[config.mk]
export PLATFORM = sky130hd
export DESIGN_NAME = ccff_bitstream_loader
export DESIGN_NICKNAME = d
export VERILOG_FILES = /design/src/rtl/ccff_bitstream_loader.sv
export SDC_FILE = /design/constraint.sdc
export NUM_CORES = 1
export LEC_CHECK = 0
export BUFFER_PORTS_ARGS = -buffer_cell sky130_fd_sc_hd__buf_2
export CORE_UTILIZATION = 60
export CTS_BUF_LIST = sky130_fd_sc_hd__clkbuf_16
export CTS_CLUSTER_DIAMETER = 50
export DETAILED_ROUTE_END_ITERATION = 16
export PLACE_DENSITY_LB_ADDON = 0.15
export SYNTH_ARGS = -nofsm -noshare
export SYNTH_HDL_FRONTEND = slang
export SYNTH_SLANG_ARGS = --single-unit
[constraint.sdc]
create_clock -name prog_clk -period 2.76 [get_ports prog_clk]
set_input_delay 0.138 -clock prog_clk [delete_from_list [all_inputs] [get_ports prog_clk]]
set_output_delay 0.138 -clock prog_clk [all_outputs]
set_load 0.02 [all_outputs]
[src/rtl/ccff_bitstream_loader.sv]
// rtl/ccff_bitstream_loader.sv - serialises a config bitstream onto the ccff chain and verifies it via a sync pattern
//
// Shifts SYNC_PAT followed by exactly CHAIN_LEN bitstream bits (MSB first) into
// the configuration chain head. It then checks that SYNC_PAT arrives intact at
// the chain tail before it reports done.
//
// Ports:
//   prog_clk     programming clock (shared with the chain clock gate)
//   prog_rst_n   asynchronous active-low reset
//   start        load request pulse; honoured in IDLE, DONE and ERROR only
//   word_in      bitstream word, MSB shifted first
//   word_valid   word_in valid
//   word_ready   loader accepts word_in this cycle (registered)
//   ccff_head    serial data to chain head (registered)
//   ccff_clk_en  chain clock-gate enable; one chain shift per enabled edge (registered)
//   ccff_tail    serial data from chain tail
//   busy         load in progress (SYNC or DATA)
//   done         load finished, sync pattern verified
//   error        load finished, sync pattern corrupted at the tail
module ccff_bitstream_loader #(
    parameter int                WORD_W    = 8,
    parameter int                CHAIN_LEN = 1024,
    parameter int                SYNC_W    = 8,
    parameter logic [SYNC_W-1:0] SYNC_PAT  = 8'hA5,
    parameter int                CNT_W     = 16
) (
    input  logic              prog_clk,
    input  logic              prog_rst_n,
    input  logic              start,
    input  logic [WORD_W-1:0] word_in,
    input  logic              word_valid,
    output logic              word_ready,
    output logic              ccff_head,
    output logic              ccff_clk_en,
    input  logic              ccff_tail,
    output logic              busy,
    output logic              done,
    output logic              error
);

    typedef enum logic [2:0] {
        S_IDLE,
        S_SYNC,
        S_DATA,
        S_DONE,
        S_ERROR
    } state_t;

    localparam int               BL_W      = $clog2(WORD_W + 1);
    localparam logic [CNT_W-1:0] LEN_C     = CNT_W'(CHAIN_LEN);
    localparam logic [CNT_W-1:0] CHK_END   = CNT_W'(CHAIN_LEN + SYNC_W);
    localparam logic [CNT_W-1:0] SYNC_LAST = CNT_W'(SYNC_W - 1);

    state_t            state;
    logic [CNT_W-1:0]  edge_cnt;   // enabled edges completed since start
    logic [CNT_W-1:0]  data_cnt;   // data bits driven (or being driven) so far
    logic [CNT_W-1:0]  sync_cnt;   // index of the sync bit currently on ccff_head
    logic [SYNC_W-1:0] out_pat;    // sync bits still to be driven, next at MSB
    logic [SYNC_W-1:0] chk_pat;    // sync bits still expected at the tail, next at MSB
    logic [WORD_W-1:0] word_sreg;  // pending bits of the current word, next at MSB
    logic [BL_W-1:0]   bits_left;  // number of valid bits in word_sreg
    logic              mismatch;

    logic             tail_check;
    logic             tail_bad;
    logic             mismatch_next;
    logic             handshake;
    logic [CNT_W-1:0] data_cnt_inc;

    // The edge about to happen is number edge_cnt+1; the tail bit present
    // now is the one the chain presents just before that edge.
    assign tail_check    = ccff_clk_en && (edge_cnt >= LEN_C) && (edge_cnt < CHK_END);
    assign tail_bad      = tail_check && (ccff_tail != chk_pat[SYNC_W-1]);
    assign mismatch_next = mismatch || tail_bad;
    assign handshake     = word_ready && word_valid;
    assign data_cnt_inc  = data_cnt + CNT_W'(1);

    always_ff @(posedge prog_clk or negedge prog_rst_n) begin
        if (!prog_rst_n) begin
            state       <= S_IDLE;
            edge_cnt    <= '0;
            data_cnt    <= '0;
            sync_cnt    <= '0;
            out_pat     <= '0;
            chk_pat     <= '0;
            word_sreg   <= '0;
            bits_left   <= '0;
            mismatch    <= 1'b0;
            word_ready  <= 1'b0;
            ccff_head   <= 1'b0;
            ccff_clk_en <= 1'b0;
            busy        <= 1'b0;
            done        <= 1'b0;
            error       <= 1'b0;
        end else begin
            mismatch <= mismatch_next;
            if (tail_check) begin
                chk_pat <= chk_pat << 1;
            end
            if (ccff_clk_en) begin
                edge_cnt <= edge_cnt + CNT_W'(1);
            end

            case (state)
                S_IDLE, S_DONE, S_ERROR: begin
                    if (start) begin
                        state       <= S_SYNC;
                        edge_cnt    <= '0;
                        data_cnt    <= '0;
                        sync_cnt    <= '0;
                        mismatch    <= 1'b0;
                        chk_pat     <= SYNC_PAT;
                        out_pat     <= SYNC_PAT << 1;
                        ccff_head   <= SYNC_PAT[SYNC_W-1];
                        ccff_clk_en <= 1'b1;
                        busy        <= 1'b1;
                        done        <= 1'b0;
                        error       <= 1'b0;
                    end
                end

                S_SYNC: begin
                    if (sync_cnt == SYNC_LAST) begin
                        // Last sync bit shifts on this edge; wait for the first word.
                        state       <= S_DATA;
                        ccff_clk_en <= 1'b0;
                        word_ready  <= 1'b1;
                        bits_left   <= '0;
                    end else begin
                        ccff_head <= out_pat[SYNC_W-1];
                        out_pat   <= out_pat << 1;
                        sync_cnt  <= sync_cnt + CNT_W'(1);
                    end
                end

                S_DATA: begin
                    if (handshake) begin
                        ccff_head   <= word_in[WORD_W-1];
                        word_sreg   <= word_in << 1;
                        bits_left   <= BL_W'(WORD_W - 1);
                        data_cnt    <= data_cnt_inc;
                        ccff_clk_en <= 1'b1;
                        word_ready  <= (WORD_W == 1) && (data_cnt_inc != LEN_C);
                    end else if ((bits_left != '0) && (data_cnt != LEN_C)) begin
                        ccff_head   <= word_sreg[WORD_W-1];
                        word_sreg   <= word_sreg << 1;
                        bits_left   <= bits_left - BL_W'(1);
                        data_cnt    <= data_cnt_inc;
                        ccff_clk_en <= 1'b1;
                        // Raise ready while the last buffered bit is on the head so
                        // back-to-back words stream without a bubble.
                        word_ready  <= (bits_left == BL_W'(1)) && (data_cnt_inc != LEN_C);
                    end else if (data_cnt == LEN_C) begin
                        // Final enabled edge happens now; leftover word LSBs are dropped.
                        ccff_clk_en <= 1'b0;
                        word_ready  <= 1'b0;
                        busy        <= 1'b0;
                        done        <= !mismatch_next;
                        error       <= mismatch_next;
                        state       <= mismatch_next ? S_ERROR : S_DONE;
                    end else begin
                        // Starved: hold the chain until a word arrives.
                        ccff_clk_en <= 1'b0;
                    end
                end

                default: begin
                    state <= S_IDLE;
                end
            endcase
        end
    end

endmodule

* Word-level counts from Yosys, hierarchy flattened
Cells that the tools add are included.
Widths: inputs -> output; s select.
** Cells by class
- Order comparisons :: 2
- Bitwise operators :: 0
- Div/mod/pow operators :: 0
- Reduce and logical (&&, ||, !) cells :: 25
- Muxes and demuxes :: 56
- $mul :: 0
- Equality and inequality tests :: 18
- $add $sub $neg :: 4
- Shifts and indexed selects :: 0
** Operators with widths (count)
- $mux 16 :: 7
- $pmux 16 s2 :: 2
- $mux 8 :: 7
- $add 16x1->16 const B :: 3
- $ne 16x11->1 const B :: 2
- $mux 1 :: 22
- $mux 3 :: 6
- $eq 16x11->1 const B :: 1
- $eq 16x3->1 const B :: 1
- $ge 16x11->1 const B :: 1
- $lt 16x11->1 const B :: 1
- $pmux 8 s2 :: 1
- $reduce_and 3->1 :: 5
- $mux 4 :: 3
- $ne 2x2->1 const B :: 6
- $reduce_and 5->1 :: 2
- $pmux 3 s3 :: 1
- $pmux 1 s2 :: 4
- $pmux 4 s2 :: 1
- $reduce_bool 2->1 :: 4
- $eq 3x2->1 const B :: 2
- $logic_and 1x1->1 :: 6
- $pmux 1 s3 :: 2
- $eq 4x1->1 const B :: 1
- other kinds (14) :: 14
** Storage, ports and cells
- Bits in latches :: 0
- Memory bits (read-only) :: 0
- Memory bits (writable) :: 0
- Output and inout bits :: 6
- Register bits after elaboration :: 86
- Bits of input ports :: 13
- Logic and storage cells :: 120
- Memories :: 0

* Depth between registers and ports, before layout
- Word-level depth :: 10
- Depth in mapped cells :: 10
- Gate-level depth less buffers :: 8

* Least setup slack after synthesis
No wires, ideal clock.
- Kind :: reg2reg
- Start point :: register data_cnt[4]
- End point :: register state[1]
- Cell stages (with the launch flop) :: 7
- Buffers on the path :: 1
- Arrival :: 2.003 ns
- Clock period less this slack :: 2.127 ns
- Path slack :: 0.633 ns
- Cell sequence :: dfrtp_1 buf_6 or4_4 nor4_4 nand3_2 a221o_1 a211o_1
** Between the ends
- Cells in the longest elaborated chain, start to end :: 4
- Elaborated cells between the ends (all ways) :: 6
- Classes of those cells :: 4 x eq/ne; 2 x reduce/logical
** Ends and longest elaborated chain
- start: declaration :: RTL line 56 : logic [CNT_W-1:0] data_cnt;
- start signal: assignment :: RTL line 141 : data_cnt <= data_cnt_inc;
- start signal: assignment :: RTL line 148 : data_cnt <= data_cnt_inc;
- $ne 16x11->1 :: RTL line 144 : end else if ((bits_left != '0) && (data_cnt != LEN_C)) begin
- $logic_and 1x1->1 :: RTL line 144
- $ne 2x2->1 (no source line)
- $reduce_and 5->1 (no source line) (*)
- end signal: assignment :: RTL line 160 : state <= mismatch_next ? S_ERROR : S_DONE;
- end: declaration :: RTL line 54 : state_t state;
Every way passes the cells marked *; elsewhere a longest branch is shown, timed or not.
A chain may end at the register's enable or synchronous reset.

* Final worst setup path
- Start point :: register data_cnt[2]
- End point :: register data_cnt[14]
** Between the ends
- Cells in the longest elaborated chain, start to end :: 4
- Elaborated cells between the ends (all ways) :: 8
- Classes of those cells :: 1 x add/sub; 2 x eq/ne; 3 x mux; 2 x reduce/logical
** Ends and longest elaborated chain (RTL line)
- $add 16x1->16 or $ne 16x11->1 (tied branches) :: 76, 144
- $mux 16 or $logic_and 1x1->1 (tied branches) :: 144
- $mux 16 or $ne 3x3->1 (tied branches)
- $pmux 16 s2 or $reduce_and 3->1 (tied branches)
Parallel ways exist; a longest one is shown, timed or not. The select of a mux whose other input is x is not followed.

==> results.cfg <==
[outcome]
status = finished with violations
violations_in_the_final_reports = hold timing

[floorplanning]
floorplan.rows = 31
fp.dieArea_um2 = 7870
die-height_um = 88.7
chipWidth_um = 88.7
floorplan.io_pins = 19
placeable_core_region_um2 = 7250
start_util_pct = 62.2

[logic_synthesis]
count_of_flip_flops_with_a_built_in_enable_after_synthesis = 0
synth_fp_nets = 506
sequential_share_of_the_synthesized_area_pct = 46.6
netlist-cell-type-count = 62
synthesis.area_um2 = 4510
synth.avg_cell_area_um2 = 9.30
synth-seq-cells = 84
ys_warn_count = 0
synthFlopType = dfrtp_1
async_reset_ff_share_pct = 100
netlist_instances = 485

[critical_path]
timing.critical_path.cells = or3_1, nor4_4, a21bo_1, nand2_4, a41oi_1, a31oi_1
slowest_stage_cell_on_the_critical_path = or3_1
worstPathRequired_ps = 2970
startpoint = data_cnt[2]
worst-endpoint-arrival_ps = 2590
endpoint_kind = register
r2r.worst_path.cells = 6
worst-setup-path-type = register to register
worstSetupStartpointType = register
critical_path.max_fanout = 19
maximum_cell_stage_delay_along_the_critical_path_ps = 460
critical_path_depth = 6
r2r-start = data_cnt[2]
timing.critical_path.max_delay_family = simple AND/OR/NAND/NOR gates
worstPathBufferInverterCount = 0

[placement]
detailedPlace.worstSlack_ps = 408
count_of_port_buffers_added_during_placement = 18
place.gp.congestion = 0.942
detailed_placement_hpwl_mm = 6.21

[sta]
timing.final.hold_violations = 11
report.final.setup_viol = 0
clock.fmax_mhz = 420
skew_ps = 6.98
finalMaxSlewViolations = 0
worst_pin_slew_ps = 1040
setup_tns_ps = 0
final_period_minus_worst_setup_slack_ps = 2380
final.period_utilization_pct = 86.3
grt_setup_unrepaired = false
worst_slew_margin_rel_pct = 30.3
timing.final.ws_setup_ps = 378
fin_hold_ws_ps = -14.7

[layout]
antenna_cells_inserted = 0
number_of_nets_in_the_finished_design = 523
num-fill-cells = 559
post_route_cells_drive_above_1_share_pct = 11.5
multi_input_gate_area_in_the_final_layout_um2 = 2240
sequential_cell_area_um2 = 2100
finish.utilization_pct = 69.2
layout-area-overhead-vs-synth_pct = 11.3

[drt]
antenna_left = 0
wl_per_cell_um = 15.2
drt_pre_antenna_iters = 5
drt_iter0_drc = 195
post-route-drc-count = 0
routed_wirelength_mm = 9.20
vias_per_cell = 5.85
vias = 3538

[power]
total_switching_power_w = 0.00172
power.internal_w = 0.00283
swShare_pct = 37.8
p_leak_nw = 2.27
clk_network_pwr_share_pct = 28.1
seq_power_share_pct = 37.3
combPwrFrac_pct = 34.5
power.total_w = 0.00455
ir_worst_vdd_mv = 0.548
p_per_area_nw_per_um2 = 907

[grt]
groute.layer.met1.usage_pct = 34.8
gr-max-usage-layer = met2
grt_antenna_before_repair = 0
groute.usage.overall_pct = 25.6
met2_track_usage_gr_pct = 40.7
globalRoute.totalOverflow = 0
grt_max_degree = 85
via_count_of_the_first_global_routing_pass = 3328
grt_pass1_wl_mm = 15.3
global_route.usage.met3_pct = 4.10

[clock_tree]
worst_skew_pair_latency_ps = 340
cts.path.max_buffers = 2
cts.root.buffer_cell = clkbuf_16
cts_tree = built
clk_pin_slew_worst_paths_ps = 60
cts.sink_count = 84
numCtsBuffers = 9
ctsResizeCount = 0
cts-htree-levels = 3

[flow_run]
cap_viol_max_count = 0

[min_path]
hold_path.class = input port to asynchronous set/reset pin
==> logic make-up after synthesis <==
logic type / count (synthesis) / synth area share [%]
AO/OA/AOI/OAI: 81 / 11.3
XOR/XNOR: 35 / 6.80
adder cells (fa/ha/maj): 8 / 2.22
buffers and inverters: 37 / 3.66
flip-flops: 84 / 46.6
multiplexers: 19 / 4.33
AND/OR/NAND/NOR: 221 / 25.0
==> registers in the layout (all words and copies together) (netlist names) <==
| register | count |
|---|---|
| bits_left | 4 |
| busy | 1 |
| ccff_clk_en | 1 |
| ccff_head | 1 |
| chk_pat | 8 |
| data_cnt | 16 |
| done | 1 |
| edge_cnt | 16 |
| error | 1 |
| mismatch | 1 |
| out_pat | 7 |
| state | 3 |
| sync_cnt | 16 |
| word_ready | 1 |
| word_sreg | 7 |
==> per-stage QoR <==
| stage | instance area [µm²] | instances |
|---|---|---|
| floorplan | 4510 | 485 |
| finish | 5020 | 605 |
| global placement | 4700 | 589 |
| CTS | 5020 | 605 |
| global route | 5020 | 605 |
| detailed placement | 4700 | 589 |
==> power groups by stage <==
stage                     clock network (W)  logic, W  registers [W]
after detailed placement                  0   0.00156        0.00172
after global placement                    0   0.00152        0.00171
after CTS                           0.00130   0.00157        0.00170
final                               0.00128   0.00157        0.00170
after global routing                0.00135   0.00175        0.00174
after floorplan                           0   0.00120        0.00167
==> cells in the final DEF, fill, tap and decap left out, types with 6 or more instances in the layout <==
| cell | count |
|---|---|
| inv_1 | 12 |
| clkbuf_16 | 9 |
| nand2_1 | 62 |
| ha_1 | 8 |
| or3_1 | 7 |
| nor3b_1 | 6 |
| o21ai_0 | 15 |
| mux2i_1 | 15 |
| buf_2 | 17 |
| xor2_1 | 16 |
| nand3_1 | 20 |
| dfrtp_1 | 84 |
| o21ai_1 | 12 |
| a21oi_1 | 16 |
| a31oi_1 | 12 |
| nor3_1 | 19 |
| nand4_1 | 12 |
| xnor2_1 | 19 |
| buf_4 | 13 |
| nor2_1 | 57 |
==> final timing paths <==
path,endpoint,slack [ps]
worst max-delay path,data_cnt[14],380
worst min-delay path,sync_cnt[2],-10
worst max register to register,data_cnt[14],380
worst min register to register,out_pat[4],460
max in group asynchronous,edge_cnt[11],2110
min in group prog_clk,word_sreg[5],70
==> layer usage <==
layer  part of all wire [%]  wire [µm]
met5                      0          0
met4                    1.9        176
met3                    4.0        371
met2                     46       4260
met1                     48       4390
==> synth_stat cells (3+ instances only) <==
| library cell | number | area (µm²) |
|---|---|---|
| a21o_1 | 3 | 22.5 |
| a21oi_1 | 16 | 80.1 |
| a31oi_1 | 12 | 75.1 |
| and2_1 | 5 | 31.3 |
| and3_1 | 3 | 18.8 |
| buf_2 | 6 | 30.0 |
| buf_4 | 3 | 22.5 |
| clkbuf_1 | 15 | 56.3 |
| dfrtp_1 | 84 | 2100 |
| ha_1 | 8 | 100 |
| inv_1 | 12 | 45.0 |
| mux2i_1 | 15 | 150 |
| nand2_1 | 62 | 233 |
| nand2b_1 | 4 | 25.0 |
| nand3_1 | 20 | 100 |
| nand4_1 | 12 | 75.1 |
| nor2_1 | 57 | 214 |
| nor3_1 | 19 | 95.1 |
| nor3b_1 | 6 | 45.0 |
| nor4_1 | 5 | 31.3 |
| o211ai_1 | 3 | 22.5 |
| o21ai_0 | 15 | 75.1 |
| o21ai_1 | 12 | 60.1 |
| o31ai_1 | 4 | 30.0 |
| or3_1 | 7 | 43.8 |
| xnor2_1 | 19 | 166 |
| xor2_1 | 16 | 140 |
==> what timing repair did <==
| action | in CTS | in global routing |
|---|---|---|
| hold endpoints to repair | 1 | 0 |
| hold buffers | 1 | 0 |
| setup buffers | 0 | 0 |
==> final cells by class <==
type                       instances  area share [%]
multi-input combinational        364            44.7
sequential                        84            41.9
clock buffer                       9            4.49
timing repair buffer              31            3.84
tap                               99            2.47
clock inverter                     6            1.77
inverter                          12           0.897
Note: power is estimated with default switching activity, not from simulation.
